### config.mk
export PLATFORM = sky130hd
export DESIGN_NAME = dec_scoreboard
export DESIGN_NICKNAME = d
export VERILOG_FILES = /design/src/rtl/dec_scoreboard.sv
export SDC_FILE = /design/constraint.sdc
export NUM_CORES = 1
export LEC_CHECK = 0
export BUFFER_PORTS_ARGS = -buffer_cell sky130_fd_sc_hd__clkbuf_2
export CORE_MARGIN = 1
export CORE_UTILIZATION = 63
export CTS_CLUSTER_SIZE = 14
export DETAILED_ROUTE_END_ITERATION = 12
export MAX_ROUTING_LAYER = met4
export PLACE_DENSITY = 0.82
export REMOVE_ABC_BUFFERS = 1
export SLEW_MARGIN = 40
export SYNTH_ARGS = -nofsm -noshare
export SYNTH_HDL_FRONTEND = slang
export SYNTH_SLANG_ARGS = --single-unit
export TNS_END_PERCENT = 5
### constraint.sdc
create_clock -name clk -period 4.6 [get_ports clk]
set_input_delay 0.23 -clock clk [delete_from_list [all_inputs] [get_ports clk]]
set_output_delay 0.23 -clock clk [all_outputs]
set_load 0.02 [all_outputs]
### src/rtl/dec_scoreboard.sv
// Register-dependency scoreboard for the decode stage: counts pending writes per
// general register and holds dec_ready_go low while a source is still owed a write.
module dec_scoreboard #(
  parameter int CNT_W        = 2,
  parameter int MAX_INFLIGHT = 3
) (
  input  logic       clk,
  input  logic       reset,
  input  logic       dec_valid,
  input  logic [4:0] dec_rj,
  input  logic       dec_rj_used,
  input  logic [4:0] dec_rkd,
  input  logic       dec_rkd_used,
  input  logic [4:0] dec_dest,
  input  logic       dec_gr_we,
  input  logic       dec_fire,
  input  logic       wb_valid,
  input  logic       wb_we,
  input  logic [4:0] wb_dest,
  output logic       dec_ready_go,
  output logic       sb_busy,
  output logic [2:0] inflight,
  output logic       sb_err
);

  // Exact running total of all counters; inflight is its saturated view, so the
  // reported value stays correct after the total drops back below 7.
  localparam int TOT_W = $clog2(31 * MAX_INFLIGHT + 1);
  localparam logic [CNT_W-1:0] CNT_MAX = CNT_W'(MAX_INFLIGHT);

  logic [CNT_W-1:0] cnt_q [32];
  logic [CNT_W-1:0] cnt_d [32];
  logic [TOT_W-1:0] total_q, total_d;
  logic             err_q, err_d;

  logic inc_ev, dec_ev, same_reg;
  logic hazard_rj, hazard_rkd;

  // NOTE: every output of this block gets a default first, so no path leaves a
  // variable unassigned and no latch is inferred.
  always_comb begin
    inc_ev   = dec_fire & dec_gr_we & (dec_dest != 5'd0);
    dec_ev   = wb_valid & wb_we & (wb_dest != 5'd0);
    same_reg = inc_ev & dec_ev & (dec_dest == wb_dest);

    cnt_d   = cnt_q;
    total_d = total_q;
    err_d   = err_q;

    // A simultaneous issue and retire of the same register cancel out.
    if (!same_reg) begin
      if (inc_ev) begin
        if (cnt_q[dec_dest] == CNT_MAX) begin
          err_d = 1'b1;
        end else begin
          cnt_d[dec_dest] = cnt_q[dec_dest] + CNT_W'(1);
          total_d         = total_d + TOT_W'(1);
        end
      end
      if (dec_ev) begin
        if (cnt_q[wb_dest] == '0) begin
          err_d = 1'b1;
        end else begin
          cnt_d[wb_dest] = cnt_q[wb_dest] - CNT_W'(1);
          total_d        = total_d - TOT_W'(1);
        end
      end
    end

    cnt_d[0] = '0;
  end

  // NOTE: the counter array is reset, unlike a data RAM: stale counts would
  // stall decode forever or hide a real hazard after reset.
  always_ff @(posedge clk or posedge reset) begin
    if (reset) begin
      for (int i = 0; i < 32; i++) cnt_q[i] <= '0;
      total_q <= '0;
      err_q   <= 1'b0;
    end else begin
      // NOTE: non-blocking assignments so every flop samples pre-edge values.
      cnt_q   <= cnt_d;
      total_q <= total_d;
      err_q   <= err_d;
    end
  end

  // Hazards look only at registered counters: a retire in this cycle still stalls,
  // because the regfile write lands at the edge and there is no forwarding.
  assign hazard_rj    = dec_rj_used  & (dec_rj  != 5'd0) & (cnt_q[dec_rj]  != '0);
  assign hazard_rkd   = dec_rkd_used & (dec_rkd != 5'd0) & (cnt_q[dec_rkd] != '0);
  assign dec_ready_go = ~(dec_valid & (hazard_rj | hazard_rkd));

  assign sb_busy  = (total_q != '0);
  assign inflight = (total_q > TOT_W'(7)) ? 3'd7 : total_q[2:0];
  assign sb_err   = err_q;

endmodule

==> Word-level counts from Yosys, hierarchy flattened <==
Cells that the tools add are included.
{ "totals": {"ff_bits": 70, "out_inout_bits": 6} }
{ "classes": {"n_reduce_logical": 10, "n_lt_le_gt_ge": 7, "addsub": 4, "eq_ne": 2, "bitwise_logic": 17, "n_mux": 33} }
{ "op_table": {"columns": ["cell", "n"], "rows": [
  ["two-way mux 64 bit", 3],
  ["bitwise mux 64 bit", 2],
  ["two-way mux 62 bit", 2],
  ["binary-select mux 2 bit (select 5 bit)", 4],
  ["two-way mux 7 bit", 5],
  [">= comparator 6 bit (second input constant)", 4],
  ["inverter 5 -> 6 bit", 4],
  ["demux 2 bit (select 5 bit)", 2],
  ["two-way mux 2 bit", 10],
  ["nonzero test 5 bit", 4],
  ["less-than comparator 6 x 1 -> 1 bit (second input constant)", 2],
  ["bitwise AND 1 bit", 11],
  ["adder 7 x 1 -> 7 bit (second input constant)", 1],
  ["> comparator 7 x 3 -> 1 bit (second input constant)", 1],
  ["nonzero test 7 bit", 1],
  ["subtractor 7 x 1 -> 7 bit (second input constant)", 1],
  ["== test 5 bit", 1],
  ["two-way mux 1 bit", 4],
  ["nonzero test 2 bit", 2],
  ["two-way mux 3 bit", 1],
  ["adder 2 x 1 -> 2 bit (second input constant)", 1],
  ["== test 2 bit (second input constant)", 1],
  ["logical AND 1 bit", 2],
  ["zero test 2 bit", 1],
  ["3 further kinds", 3]
]} }

==> Longest topological paths before layout <==
{ "depth": {"word_depth": 12, "mapped_depth": 19, "depth_no_buf": 16} }

==> Worst setup path after synthesis <==
No wires, ideal clock.
{ "synth_timing": {"path_kind": "in2reg", "from": "input port dec_dest[0]", "to": "register total_q[4]", "setup_time_ns": 0.124, "path_stages": 17, "path_slack_ns": 0.719, "required_ns": 4.476, "arrival_ns": 3.757, "path_cell_list": "buf_4 -> buf_4 -> buf_2 -> mux4_2 -> a221oi_1 -> nand3_1 -> ha_1 -> nand3b_1 -> a21oi_1 -> nor2_1 -> a21oi_1 -> ha_1 -> o311a_1 -> nor2_1 -> a2111oi_0 -> o21ai_1 -> xnor2_1"} }
{ "synth_between": {"elab_chain_len": 11} }
{ "synth_lines": {"columns": ["item", "line_no", "text"], "rows": [
  ["start: declaration", "14", "input logic [4:0] dec_dest,"],
  ["inverter 5 -> 6 bit (implied by the code)", "53", "if (cnt_q[dec_dest] == CNT_MAX) begin"],
  ["binary-select mux 2 bit (select 5 bit)", "53", null],
  ["two-way mux 2 bit (implied by the code) (2 in a row)", "53", null],
  ["== test 2 bit", "53", null],
  ["two-way mux 7 bit", "53", null],
  ["two-way mux 7 bit", "52", "if (inc_ev) begin"],
  ["two-way mux 7 bit", "51", "if (!same_reg) begin"],
  ["subtractor 7 x 1 -> 7 bit", "65", "total_d = total_d - TOT_W'(1);"],
  ["two-way mux 7 bit", "61", "if (cnt_q[wb_dest] == '0) begin"],
  ["two-way mux 7 bit", "60", "if (dec_ev) begin"],
  ["end signal: assignment", "83", "total_q <= total_d;"],
  ["end: declaration", "33", "logic [TOT_W-1:0] total_q, total_d;"]
]} }
Several ways; a longest one is shown, not always the timed one. The select of a mux whose other input is x is not followed.
A chain may end at the register's enable or synchronous reset.

==> Final worst setup path <==
{ "layout_timing": {"from": "register cnt_q[30] in the netlist's numbering", "to": "register total_q[4]"} }
{ "layout_between": {"elab_chain_len": 10} }
{ "layout_lines": {"columns": ["item", "line_no", "text"], "rows": [
  ["start: declaration", "31", "logic [CNT_W-1:0] cnt_q [32];"],
  ["start signal: assignment", "82", "cnt_q <= cnt_d;"],
  ["binary-select mux 2 bit (select 5 bit)", "53", null],
  ["two-way mux 2 bit (implied by the code) (2 in a row)", "53", null],
  ["== test 2 bit", "53", null],
  ["two-way mux 7 bit", "53", null],
  ["two-way mux 7 bit", "52", null],
  ["two-way mux 7 bit", "51", null],
  ["subtractor 7 x 1 -> 7 bit", "65", null],
  ["two-way mux 7 bit", "61", null],
  ["two-way mux 7 bit (*)", "60", null]
]} }
Every way passes the cells marked *; elsewhere a longest branch is shown, timed or not. The select of a mux whose other input is x is not followed.

==> qor.yml <==
final_util_pct: 69.4
placed_cells: 827
rows: 36
cts_resized: 0
p_leak_nw: 2.58
grt_pass1_wl_mm: 35.0
die_h_um: 102
worst-path-max-fanout: 7
drc: 0
n_fill_cell: 757
antenna_found_initial: 0
slew_headroom_pct: 41.4
stdcell_count: 843
synth_top_cell_area_share_pct: 27.8
p_int_w: 0.00173
worst-path-buf-inv: 1
cts_tree: "yes"
hold_buffers: 0
swShare_pct: 42.8
synth_ff_type: "dfrtp_1"
timing.rr.start: "cnt_q[30]$_DFFE_PP0N_"
initial_utilization_pct: 64.7
reg2reg_depth: 15
endpoint_kind: "flop"
ys_top_cells_by_area: "dfrtp_1, mux4_2, nor2_1"
top_level_ports: 35
cts.sinks: 70
synthToLayoutAreaGrowth_pct: 7.27
cap_violations: 0
r2r-end: "total_q[4]$_DFFE_PP0N_"
clk_path_buf_depth: 2
dp_hpwl_mm: 16.1
final_hold_viol_count: 0
powerDensity_mw_per_mm2: 448
wire_per_inst_um: 27.3
cts-root-buf: "clkbuf_8"
nNetsFinal: 739
synth_top_cell_by_area: "dfrtp_1"
yosys_warnings: 0
cpPeakStageDelay_ps: 500
r2r_slack_ps: 450
worst_ep_required_time_ps: 4850
die_area_sq_mm: 0.0104
path_class: "flop to flop"
portBuffers: 34
cts_setup_buffers: 0
gp_congestion: 1.05
grt_pass1_vias: 6127
clkLatencyLatePin_ps: 370
synth_cell_type_count: 64
setup_violations: 0
diodes: 0
p_switching_w: 0.00129
synthCells: 696
drive_gt1_share_pct: 22.3
p_comb_share_pct: 43.9
rsz0062_at_grt: "false"
worstMarginPinSlew_ps: 876
worstPathCellList: "mux4_2 -> a22oi_1 -> and4_4 -> inv_1 -> ha_1 -> nand3b_1 -> a21oi_1 -> nor2_1 -> a21oi_1 -> ha_1 -> o311a_1 -> nor2_1 -> a2111oi_0 -> o21ai_1 -> xnor2_1"
slowest_stage: "mux4_2"
grtUsageTotal_pct: 47.8
routed_via_density: 7.76
max_freq_mhz: 241
fin_setup_tns_ps: 0
synth.yosys.seq_area_share_pct: 27.8
grt_max_degree: 71
post_dp_cell_area_sq_mm: 0.00654
status: "complete, no violations"
cts_max_level: 3
clkPwrFrac_pct: 18.6
maxSlewViolCount: 0
core_area_sq_mm: 0.00973
dr_total_vias: 6538
fin_skew_ps: 12.4
synth_edf_count: 0
totalWireLength_mm: 23.0
ys_ff_latch: 70
ir_drop_mv: 0.260
worst_setup_path_start_kind: "flop"
dr.pass1.iters: 6
first_iter_violations: 827
cts.reportedPaths.clkPinSlew_ps: 80
synth_area_sq_mm: 0.00630
min_path_type: "input port to asynchronous set/reset pin"
numCtsBuffers: 9
avgSynthCellArea_sq_um: 9.05
grt.overflow.total: 0
period_needed_ps: 4150
async_reset_ff_share_pct: 100
p_seq_share_pct: 37.5
fin_crit_sh_pct: 90.3
die_w_um: 102
worstPathArrival_ps: 4400
path_delay_family: "compound AO/OA/AOI/OAI gates"
final_cell_area_sq_mm: 0.00676
ant_nets: 0
area by class of cell:
type | count | area, sq um | area share, %
multi-input combinational | 557 | 4200 | 62.2
sequential | 70 | 1750 | 25.9
timing repair buffer | 58 | 387 | 5.72
tap | 133 | 166 | 2.46
clock buffer | 10 | 128 | 1.89
clock inverter | 6 | 86.3 | 1.28
inverter | 9 | 33.8 | 0.500
cell families (layout without fill, tap and decap cells):
family / count (synthesis) / in the layout / share of synthesized area (%)
fa+ha+maj: 5 / 5 / 0.993
flops: 70 / 70 / 27.8
mux: 52 / 52 / 15.6
compound gates: 198 / 198 / 25.1
buf+inv: 69 / 83 / 5.52
xor+xnor: 16 / 16 / 2.22
simple gates: 286 / 286 / 22.7
power groups by stage:
stage	Combinational, W	Clock (W)	Sequential (W)
6_report	0.00133	0.000563	0.00113
5_1_grt	0.00140	0.000591	0.00115
4_1_cts	0.00128	0.000568	0.00112
3_5_place_dp	0.00127	0	0.00113
3_3_place_gp	0.00123	0	0.00112
2_1_floorplan	0.000903	0	0.000995
through the flow:
| step | total power, W | hold slack (ps) | setup WS, ps |
|---|---|---|---|
| after floorplan | 0.00190 | 442 | 950 |
| after global placement | 0.00235 | 492 | 359 |
| after detailed placement | 0.00240 | 427 | 191 |
| after CTS | 0.00297 | 32.0 | 507 |
| after global routing | 0.00314 | 77.7 | 165 |
| final | 0.00302 | 1.21 | 446 |
cell usage after synthesis (all sizes together), types with 8 or more instances:
cell,instances
a22oi,40
and3,8
clkbuf,25
a221oi,29
nor2,124
mux2i,9
nor3,40
a31oi,10
inv,9
a21oi,56
buf,35
nor4,23
dfrtp,70
xnor2,14
mux4,36
nand3,15
o22a,31
nand2,34
placed cells by master (no fill, tap or decap), drive strengths merged, types with 24 or more instances in the layout:
| cell type | count |
|---|---|
| nor3 | 40 |
| a21oi | 56 |
| clkbuf | 44 |
| nor2 | 124 |
| nand2 | 34 |
| a221oi | 29 |
| dfrtp | 70 |
| mux4 | 36 |
| buf | 24 |
| a22oi | 40 |
| o22a | 31 |
sequential cells by signal, indices dropped and copies added, names as in the netlist:
register  count
cnt_q        62
total_q       7
sb_err        1
worst register-to-register path: cells and delay by family (launching register included):
| kind | cells | cell delay, ps |
|---|---|---|
| compound gates | 6 | 1790 |
| simple gates | 4 | 710 |
| fa+ha+maj | 2 | 400 |
| buf+inv | 1 | 60 |
| mux | 1 | 500 |
| flops | 1 | 440 |
| xor+xnor | 1 | 140 |
how the worst max path moves through the flow:
stage,start,endpoint,slack (ps),cells after the start
2_1_floorplan,wb_dest[4],cnt_q[46]$_DFFE_PP0N_,950,5
3_3_place_gp,dec_dest[0],total_q[4]$_DFFE_PP0N_,360,16
3_5_place_dp,dec_dest[0],total_q[4]$_DFFE_PP0N_,190,16
4_1_cts,cnt_q[30]$_DFFE_PP0N_,total_q[4]$_DFFE_PP0N_,510,15
5_1_grt,dec_dest[0],total_q[4]$_DFFE_PP0N_,160,18
6_report,cnt_q[30]$_DFFE_PP0N_,total_q[4]$_DFFE_PP0N_,450,15
per-layer routing:
metal  global-route usage [%]  routed length (um)  vias up
met5                        -                   0        -
met1                     61.0                8330     3049
met2                     66.0                9480      593
li1                         -                   -     2736
met3                     15.3                3540      160
met4                     28.8                1640        0
No activity file was read; power rests on OpenSTA's default activity.
